**src/rtl/vram_fill_engine_pkg.sv**
```systemverilog
// Shared video constants: op-codes, fill FSM states, screen limits and the
// frame-buffer address packing used by both the fill engine and the scanner.
package vram_fill_engine_pkg;

    localparam int X_W       = 8;
    localparam int Y_W       = 7;
    localparam int ADDR_W    = 15;
    localparam int SCR_X_MAX = 159;
    localparam int SCR_Y_MAX = 119;

    typedef enum logic [1:0] {
        OP_PIXEL = 2'b00,
        OP_RECT  = 2'b01,
        OP_CLEAR = 2'b10,
        OP_NOP   = 2'b11
    } op_e;

    typedef enum logic [1:0] {
        ST_IDLE = 2'b00,
        ST_RUN  = 2'b01,
        ST_DONE = 2'b10
    } state_e;

    // Row-major packing {y, x} plus base; the sum wraps at 2^ADDR_W.
    function automatic logic [ADDR_W-1:0] pack_addr(
        input logic [X_W-1:0]    x,
        input logic [Y_W-1:0]    y,
        input logic [ADDR_W-1:0] offset
    );
        return {y, x} + offset;
    endfunction

endpackage

```
**src/rtl/vram_fill_engine_if.sv**
```systemverilog
// Command and video-RAM write bundle between a command source and the fill engine.
interface vram_fill_engine_if;
    import vram_fill_engine_pkg::*;

    logic              cmd_valid;
    logic              cmd_ready;
    logic [1:0]        cmd_op;
    logic [X_W-1:0]    cmd_x0;
    logic [Y_W-1:0]    cmd_y0;
    logic [X_W-1:0]    cmd_x1;
    logic [Y_W-1:0]    cmd_y1;
    logic [7:0]        cmd_color;
    logic              wr_en;
    logic [ADDR_W-1:0] wr_addr;
    logic [7:0]        wr_data;
    logic              busy;
    logic              done;

    modport master (
        output cmd_valid, cmd_op, cmd_x0, cmd_y0, cmd_x1, cmd_y1, cmd_color,
        input  cmd_ready, wr_en, wr_addr, wr_data, busy, done
    );

    modport slave (
        input  cmd_valid, cmd_op, cmd_x0, cmd_y0, cmd_x1, cmd_y1, cmd_color,
        output cmd_ready, wr_en, wr_addr, wr_data, busy, done
    );

endinterface

```
**src/rtl/vram_raster_counter.sv**
```systemverilog
// 2-D raster counter: x ascends inside [x_lo, x_hi], y advances on row wrap.
// Exposes the next position so the owner can register it alongside the step.
module vram_raster_counter
    import vram_fill_engine_pkg::*;
(
    input  logic           clk,
    input  logic           rst_n,
    input  logic           load,
    input  logic [X_W-1:0] x_lo,
    input  logic [X_W-1:0] x_hi,
    input  logic [Y_W-1:0] y_lo,
    input  logic [Y_W-1:0] y_hi,
    input  logic           step,
    output logic [X_W-1:0] x_next,
    output logic [Y_W-1:0] y_next,
    output logic           last
);

    logic [X_W-1:0] x_r;
    logic [X_W-1:0] x_lo_r;
    logic [X_W-1:0] x_hi_r;
    logic [Y_W-1:0] y_r;
    logic [Y_W-1:0] y_hi_r;

    // Position and bound registers: load captures a region, step advances one pixel.
    always_ff @(posedge clk) begin
        if (!rst_n) begin
            x_r    <= 8'd0;
            y_r    <= 7'd0;
            x_lo_r <= 8'd0;
            x_hi_r <= 8'd0;
            y_hi_r <= 7'd0;
        end else if (load) begin
            x_r    <= x_lo;
            y_r    <= y_lo;
            x_lo_r <= x_lo;
            x_hi_r <= x_hi;
            y_hi_r <= y_hi;
        end else if (step) begin
            x_r <= x_next;
            y_r <= y_next;
        end else begin
            x_r <= x_r;
            y_r <= y_r;
        end
    end

    // Raster successor of the current position.
    always_comb begin
        x_next = x_r + 8'd1;
        y_next = y_r;
        if (x_r == x_hi_r) begin
            x_next = x_lo_r;
            y_next = y_r + 7'd1;
        end else begin
            x_next = x_r + 8'd1;
            y_next = y_r;
        end
    end

    assign last = (x_r == x_hi_r) && (y_r == y_hi_r);

endmodule

```
**src/rtl/vram_fill_engine.sv**
```systemverilog
// Pixel / rectangle / clear-screen fill engine: one video-RAM write per cycle
// in raster order, with a one-cycle done pulse after the last write.
module vram_fill_engine
    import vram_fill_engine_pkg::*;
#(
    parameter logic [ADDR_W-1:0] ADDR_OFFSET = 15'd1000,
    parameter int                X_MAX       = SCR_X_MAX,
    parameter int                Y_MAX       = SCR_Y_MAX
) (
    input logic               clk,
    input logic               rst_n,
    vram_fill_engine_if.slave bus
);

    localparam logic [X_W-1:0] X_MAX_V = X_W'(X_MAX);
    localparam logic [Y_W-1:0] Y_MAX_V = Y_W'(Y_MAX);

    state_e            state_r;
    logic              cmd_ready_r;
    logic              busy_r;
    logic              done_r;
    logic              wr_en_r;
    logic [ADDR_W-1:0] wr_addr_r;
    logic [7:0]        wr_data_r;
    logic [7:0]        color_r;

    logic [X_W-1:0]    x_lo_s;
    logic [X_W-1:0]    x_hi_s;
    logic [Y_W-1:0]    y_lo_s;
    logic [Y_W-1:0]    y_hi_s;
    logic              nop_s;
    logic              empty_s;
    logic              load_s;
    logic              step_s;
    logic [X_W-1:0]    x_next_s;
    logic [Y_W-1:0]    y_next_s;
    logic              last_s;

    // Region decode of the offered command, with rectangle clamping and emptiness.
    always_comb begin
        x_lo_s = bus.cmd_x0;
        x_hi_s = bus.cmd_x0;
        y_lo_s = bus.cmd_y0;
        y_hi_s = bus.cmd_y0;
        nop_s  = 1'b0;
        case (op_e'(bus.cmd_op))
            OP_PIXEL: begin
                x_hi_s = bus.cmd_x0;
                y_hi_s = bus.cmd_y0;
            end
            OP_RECT: begin
                x_hi_s = (bus.cmd_x1 > X_MAX_V) ? X_MAX_V : bus.cmd_x1;
                y_hi_s = (bus.cmd_y1 > Y_MAX_V) ? Y_MAX_V : bus.cmd_y1;
            end
            OP_CLEAR: begin
                x_lo_s = 8'd0;
                x_hi_s = X_MAX_V;
                y_lo_s = 7'd0;
                y_hi_s = Y_MAX_V;
            end
            OP_NOP:  nop_s = 1'b1;
            default: nop_s = 1'b1;
        endcase
        empty_s = nop_s || (x_lo_s > x_hi_s) || (y_lo_s > y_hi_s)
                  || (x_lo_s > X_MAX_V) || (y_lo_s > Y_MAX_V);
    end

    assign load_s = (state_r == ST_IDLE) && bus.cmd_valid && !empty_s;
    assign step_s = (state_r == ST_RUN) && !last_s;

    vram_raster_counter u_raster (
        .clk    (clk),
        .rst_n  (rst_n),
        .load   (load_s),
        .x_lo   (x_lo_s),
        .x_hi   (x_hi_s),
        .y_lo   (y_lo_s),
        .y_hi   (y_hi_s),
        .step   (step_s),
        .x_next (x_next_s),
        .y_next (y_next_s),
        .last   (last_s)
    );

    // Control FSM; the first pixel is written straight from the decoded
    // start corner so it lands the cycle after acceptance.
    always_ff @(posedge clk) begin
        if (!rst_n) begin
            state_r     <= ST_IDLE;
            cmd_ready_r <= 1'b1;
            busy_r      <= 1'b0;
            done_r      <= 1'b0;
            wr_en_r     <= 1'b0;
            wr_addr_r   <= 15'd0;
            wr_data_r   <= 8'd0;
            color_r     <= 8'd0;
        end else begin
            case (state_r)
                ST_IDLE: begin
                    if (bus.cmd_valid) begin
                        cmd_ready_r <= 1'b0;
                        busy_r      <= 1'b1;
                        color_r     <= bus.cmd_color;
                        if (empty_s) begin
                            state_r <= ST_DONE;
                            done_r  <= 1'b1;
                        end else begin
                            state_r   <= ST_RUN;
                            wr_en_r   <= 1'b1;
                            wr_addr_r <= pack_addr(x_lo_s, y_lo_s, ADDR_OFFSET);
                            wr_data_r <= bus.cmd_color;
                        end
                    end else begin
                        state_r <= ST_IDLE;
                    end
                end
                ST_RUN: begin
                    if (last_s) begin
                        state_r <= ST_DONE;
                        wr_en_r <= 1'b0;
                        done_r  <= 1'b1;
                    end else begin
                        wr_en_r   <= 1'b1;
                        wr_addr_r <= pack_addr(x_next_s, y_next_s, ADDR_OFFSET);
                        wr_data_r <= color_r;
                    end
                end
                ST_DONE: begin
                    state_r     <= ST_IDLE;
                    done_r      <= 1'b0;
                    busy_r      <= 1'b0;
                    cmd_ready_r <= 1'b1;
                end
                default: begin
                    state_r     <= ST_IDLE;
                    cmd_ready_r <= 1'b1;
                    busy_r      <= 1'b0;
                    done_r      <= 1'b0;
                    wr_en_r     <= 1'b0;
                end
            endcase
        end
    end

    assign bus.cmd_ready = cmd_ready_r;
    assign bus.busy      = busy_r;
    assign bus.done      = done_r;
    assign bus.wr_en     = wr_en_r;
    assign bus.wr_addr   = wr_addr_r;
    assign bus.wr_data   = wr_data_r;

endmodule

```
**src/flat_wrapper.sv**
```systemverilog
// flat-port wrapper written by rule: the top's interface ports become plain ports
module vram_fill_engine_flat import vram_fill_engine_pkg::*;
#(
    parameter logic [ADDR_W-1:0] ADDR_OFFSET = 15'd1000,
    parameter int                X_MAX       = SCR_X_MAX,
    parameter int                Y_MAX       = SCR_Y_MAX
)
  (clk, rst_n, bus_cmd_valid, bus_cmd_op, bus_cmd_x0, bus_cmd_y0, bus_cmd_x1, bus_cmd_y1, bus_cmd_color, bus_cmd_ready, bus_wr_en, bus_wr_addr, bus_wr_data, bus_busy, bus_done);
  vram_fill_engine_if bus_i ();
  input logic clk;
  input logic rst_n;
  input wire logic [$bits(bus_i.cmd_valid)-1:0] bus_cmd_valid;
  input wire logic [$bits(bus_i.cmd_op)-1:0] bus_cmd_op;
  input wire logic [$bits(bus_i.cmd_x0)-1:0] bus_cmd_x0;
  input wire logic [$bits(bus_i.cmd_y0)-1:0] bus_cmd_y0;
  input wire logic [$bits(bus_i.cmd_x1)-1:0] bus_cmd_x1;
  input wire logic [$bits(bus_i.cmd_y1)-1:0] bus_cmd_y1;
  input wire logic [$bits(bus_i.cmd_color)-1:0] bus_cmd_color;
  output wire logic [$bits(bus_i.cmd_ready)-1:0] bus_cmd_ready;
  output wire logic [$bits(bus_i.wr_en)-1:0] bus_wr_en;
  output wire logic [$bits(bus_i.wr_addr)-1:0] bus_wr_addr;
  output wire logic [$bits(bus_i.wr_data)-1:0] bus_wr_data;
  output wire logic [$bits(bus_i.busy)-1:0] bus_busy;
  output wire logic [$bits(bus_i.done)-1:0] bus_done;
  assign bus_i.cmd_valid = bus_cmd_valid;
  assign bus_i.cmd_op = bus_cmd_op;
  assign bus_i.cmd_x0 = bus_cmd_x0;
  assign bus_i.cmd_y0 = bus_cmd_y0;
  assign bus_i.cmd_x1 = bus_cmd_x1;
  assign bus_i.cmd_y1 = bus_cmd_y1;
  assign bus_i.cmd_color = bus_cmd_color;
  assign bus_cmd_ready = bus_i.cmd_ready;
  assign bus_wr_en = bus_i.wr_en;
  assign bus_wr_addr = bus_i.wr_addr;
  assign bus_wr_data = bus_i.wr_data;
  assign bus_busy = bus_i.busy;
  assign bus_done = bus_i.done;
  vram_fill_engine #(.ADDR_OFFSET(ADDR_OFFSET), .X_MAX(X_MAX), .Y_MAX(Y_MAX)) u_core (.clk(clk), .rst_n(rst_n), .bus(bus_i));
endmodule
```
**config.mk**
```make
export PLATFORM = sky130hd
export DESIGN_NAME = vram_fill_engine_flat
export DESIGN_NICKNAME = d
export VERILOG_FILES = /design/src/rtl/vram_fill_engine_pkg.sv /design/src/rtl/vram_fill_engine_if.sv /design/src/rtl/vram_raster_counter.sv /design/src/rtl/vram_fill_engine.sv /design/src/flat_wrapper.sv
export SDC_FILE = /design/constraint.sdc
export NUM_CORES = 1
export LEC_CHECK = 0
export CAP_MARGIN = 10
export CORE_MARGIN = 3
export CORE_UTILIZATION = 50
export CTS_BUF_LIST = sky130_fd_sc_hd__clkbuf_4 sky130_fd_sc_hd__clkbuf_8
export DETAILED_ROUTE_END_ITERATION = 7
export PLACE_DENSITY = 0.74
export SKIP_LAST_GASP = 1
export SLEW_MARGIN = 20
export SYNTH_ARGS = -nofsm -noshare
export SYNTH_HDL_FRONTEND = slang
export SYNTH_HIERARCHICAL = 1
export SYNTH_SLANG_ARGS = --single-unit
```
**constraint.sdc**
```tcl
create_clock -name clk -period 9.1 [get_ports clk]
set_input_delay 1.365 -clock clk [delete_from_list [all_inputs] [get_ports clk]]
set_output_delay 1.365 -clock clk [all_outputs]
set_load 0.01 [all_outputs]
```
==> impl_metrics.yaml <==
placed_design:
  detailedPlacementHpwl_um: 9090
  number_of_port_buffers: 69
  gp_congestion: 0.866
  placed_cell_area_um2: 5560
grt:
  first_global_vias: 4226
  groute.usage.overall_pct: 23.0
  maximum_number_of_pins_on_one_net_before_global_route_repair: 52
  global_route_wire_length_before_repair_um: 20500
  globalRouteOverflowTotal: 0
  grt_antenna_before_repair: 0
final_layout:
  number_of_antenna_cells_inserted: 0
  final_cell_mix: "87 x sky130_fd_sc_hd__nand2_1, 75 x sky130_fd_sc_hd__dfxtp_1, 69 x sky130_fd_sc_hd__clkdlybuf4s50_1, 56 x sky130_fd_sc_hd__mux2i_1, 51 x sky130_fd_sc_hd__nor2_1"
  leading_cell_type_in_the_layout_fill_and_taps_excluded: "sky130_fd_sc_hd__nand2_1"
  drive_gt1_share_pct: 7.36
  final_net_count: 698
  layout-area-overhead-vs-synth_pct: 20.0
  finished_cell_area_um2: 5750
routing:
  detail_route.wirelength_um: 12300
  detailed_route_via_count: 4307
  drt_pre_antenna_iters: 5
  route.detailed.vias_per_inst: 5.61
  drt_iter0_markers: 237
  drcViolationCount: 0
  detail_route.wl_per_cell_um: 16.0
  drt.antenna.violating_nets: 0
timing:
  final.setup.tns_ps: 0
  hold_violations: 0
  finalClockSkew_ps: 13.3
  slew_violations: 0
  max_slew.worst_pin.slew_ps: 894
  remaining_max_slew_budget_at_the_tightest_pin_pct: 40.4
  setup_viol_count_final: 0
  unrepaired_setup_endpoints_after_global_routing: "no"
  share_of_the_clock_period_used_by_the_worst_path_after_layout_pct: 57.8
  layout_min_cycle_time_ps: 5260
  clock.fmax_mhz: 190
  hold_slack_ps: 461
floorplan:
  fp-row-count: 35
  starting_density_of_the_core_pct: 51.7
  core_area_um2: 9280
  design.die.area_um2: 10800
  floorplan.die.height_um: 104
  die_width_um: 104
  io-pin-count: 70
yosys:
  synth.avg_cell_area_um2: 8.25
  synth-seq-cells: 75
  sequential_to_total_area_share_from_yosys_stat_pct: 31.3
  synth-async-reset-ratio_pct: 0
  postSynthCellCount: 581
  mappedNetlistNets: 645
  yosysWarningCount: 6
  synth_ff_type: "sky130_fd_sc_hd__dfxtp_1"
  syn_area_um2: 4800
  synth.lib_cells_used.distinct: 59
  synth_enable_flop_cells: 0
job:
  max_cap_viol_count: 0
worst_setup_path:
  critical_path_peak_fanout: 44
  setup.worst_path.start_class: "primary input"
  critPathArrivalTime_ps: 5480
  timing.critical_path.required_ps: 9330
  critPathCaptureType: "flip-flop"
  worst_path_dominant_cell_family: "buffers and inverters"
  max_stage_delay_ps: 740
  crit_path_top_delay_cell: "sky130_fd_sc_hd__ha_1"
  timing.critical_path.cells: "clkdlybuf4s50_1, inv_1, ha_1, nor2b_1, ha_1, nor2b_1, o211ai_1, a21oi_1, o32a_1, nor3_2, buf_4, inv_1, nand3_1, or4_1, o221ai_1"
  crit_type: "primary input to flip-flop"
  crit_buf_inv: 4
pwr:
  total_switching_power_mw: 0.327
  netSwitchingFraction_pct: 35.6
  p_comb_share_pct: 32.2
  internal_power_mw: 0.593
  p_leak_nw: 2.48
  ir_worst_vdd_mv: 0.106
  p_per_area_nw_per_um2: 160
  clock_power_share_pct: 27.1
  power_frac_seq_pct: 40.6
status:
  run_status: "finished, final reports clean"
cts:
  root_buffer: "sky130_fd_sc_hd__clkbuf_8"
  cts_tree: "done"
  clkSinkCount: 75
  cts_inserted_buffers: 9
  clkLatencyLatePin_ps: 360
  cts_setup_buffers: 0
  cts-resized-gates: 0
  cts.htree.levels: 3
  cts_hold_repair.buffers: 0
  cts_max_path_buffers: 2
  path_clk_slew_ps: 80
min_path:
  min-delay-path-class: "flip-flop to flip-flop"
==> path summary, 6_finish.rpt <==
path                               start                     end  slack [ps]  cells after the start
setup reg to reg  u_core/u_raster/x_r[3]  u_core/bus.wr_addr[13]        5560                     11
hold reg to reg   u_core/bus.wr_addr[11]  u_core/bus.wr_addr[11]         460                      2
setup / recovery           bus_cmd_op[0]  u_core/u_raster/y_r[5]        3840                     15
hold / removal    u_core/bus.wr_addr[11]  u_core/bus.wr_addr[11]         460                      2
==> flip-flops by register name, indices dropped and copies added, names as in the netlist <==
register,cells
u_core/u_raster/y_hi_r,7
u_core/bus.cmd_ready,1
u_core/bus.done,1
u_core/bus.wr_en,1
u_core/state_r,2
u_core/color_r,8
u_core/bus.busy,1
u_core/u_raster/x_r,8
u_core/bus.wr_addr,15
u_core/u_raster/x_hi_r,8
u_core/u_raster/x_lo_r,8
u_core/u_raster/y_r,7
u_core/bus.wr_data,8
==> cells by family after synthesis <==
group | after synthesis | share of synthesized area, %
and+or+nand+nor | 223 | 22.7
AOI/OAI and AO/OA | 101 | 14.3
DFF | 75 | 31.3
muxes | 73 | 15.8
buffers and inverters | 57 | 4.75
xor gates and xnor gates | 31 | 5.66
adders and majority gates | 21 | 5.48
==> power groups by stage <==
stage / Clock, mW / Sequential, mW / Combinational, mW
after floorplan: 0 / 0.380 / 0.199
after global placement: 0 / 0.380 / 0.285
after detailed placement: 0 / 0.381 / 0.293
after CTS: 0.257 / 0.374 / 0.295
after global routing: 0.268 / 0.378 / 0.326
final: 0.250 / 0.374 / 0.297
==> stage by stage <==
stage / std cells / setup slack (ps) / utilization (%) / power (mW)
final: 768 / 3840 / 62.0 / 0.920
after global routing: 768 / 3570 / 62.0 / 0.972
after CTS: 768 / 3780 / 61.9 / 0.925
after detailed placement: 752 / 3410 / 59.9 / 0.674
after global placement: 752 / 3620 / 59.9 / 0.666
after floorplan: 581 / 4420 / - / 0.579
==> layer usage <==
metal / vias to the layer above / part of all wire, % / wire length [um] / track usage (%)
li1: 2126 / - / - / -
met1: 2055 / 45 / 5530 / 28.9
met2: 99 / 48 / 5950 / 39.3
met3: 27 / 3.6 / 444 / 4.28
met4: 0 / 2.9 / 361 / 8.93
met5: - / 0 / 0 / 0
==> Yosys cell counts (all sizes together) (3+ instances only) <==
cell	n	share of area, %
and2	3	0.39
nand3	15	1.6
xnor2	16	2.9
buf	10	1.1
o2bb2ai	8	1.5
a21oi	28	2.9
mux2	17	4.1
a21o	3	0.47
clkbuf	23	1.8
nor3	7	0.73
a22oi	6	0.94
inv	23	1.8
nor2b	17	2.2
xor2	15	2.7
ha	21	5.5
nand4	9	1.2
or4	4	0.70
o21a	20	3.1
and3	6	0.78
nand2	88	7.0
nand2b	9	1.2
o21ai	12	1.3
a31oi	3	0.39
mux2i	56	12
dfxtp	75	31
nor2	51	4.0
==> tightest hold or removal path, delay by kind of cell (launching register included) <==
family,cells,cell delay [ps]
DFF,1,310
muxes,1,50
and+or+nand+nor,1,50
==> cell type report <==
class	instances	area, um^2
multi-input cells	449	3080
flip-flops and latches	75	1500
clock buffers	9	124
clock inverters	7	65.1
fillers	830	3530
repair buffers	75	736
well taps	129	161
inverters	24	90.1
Note: power is estimated with default switching activity, not from simulation.
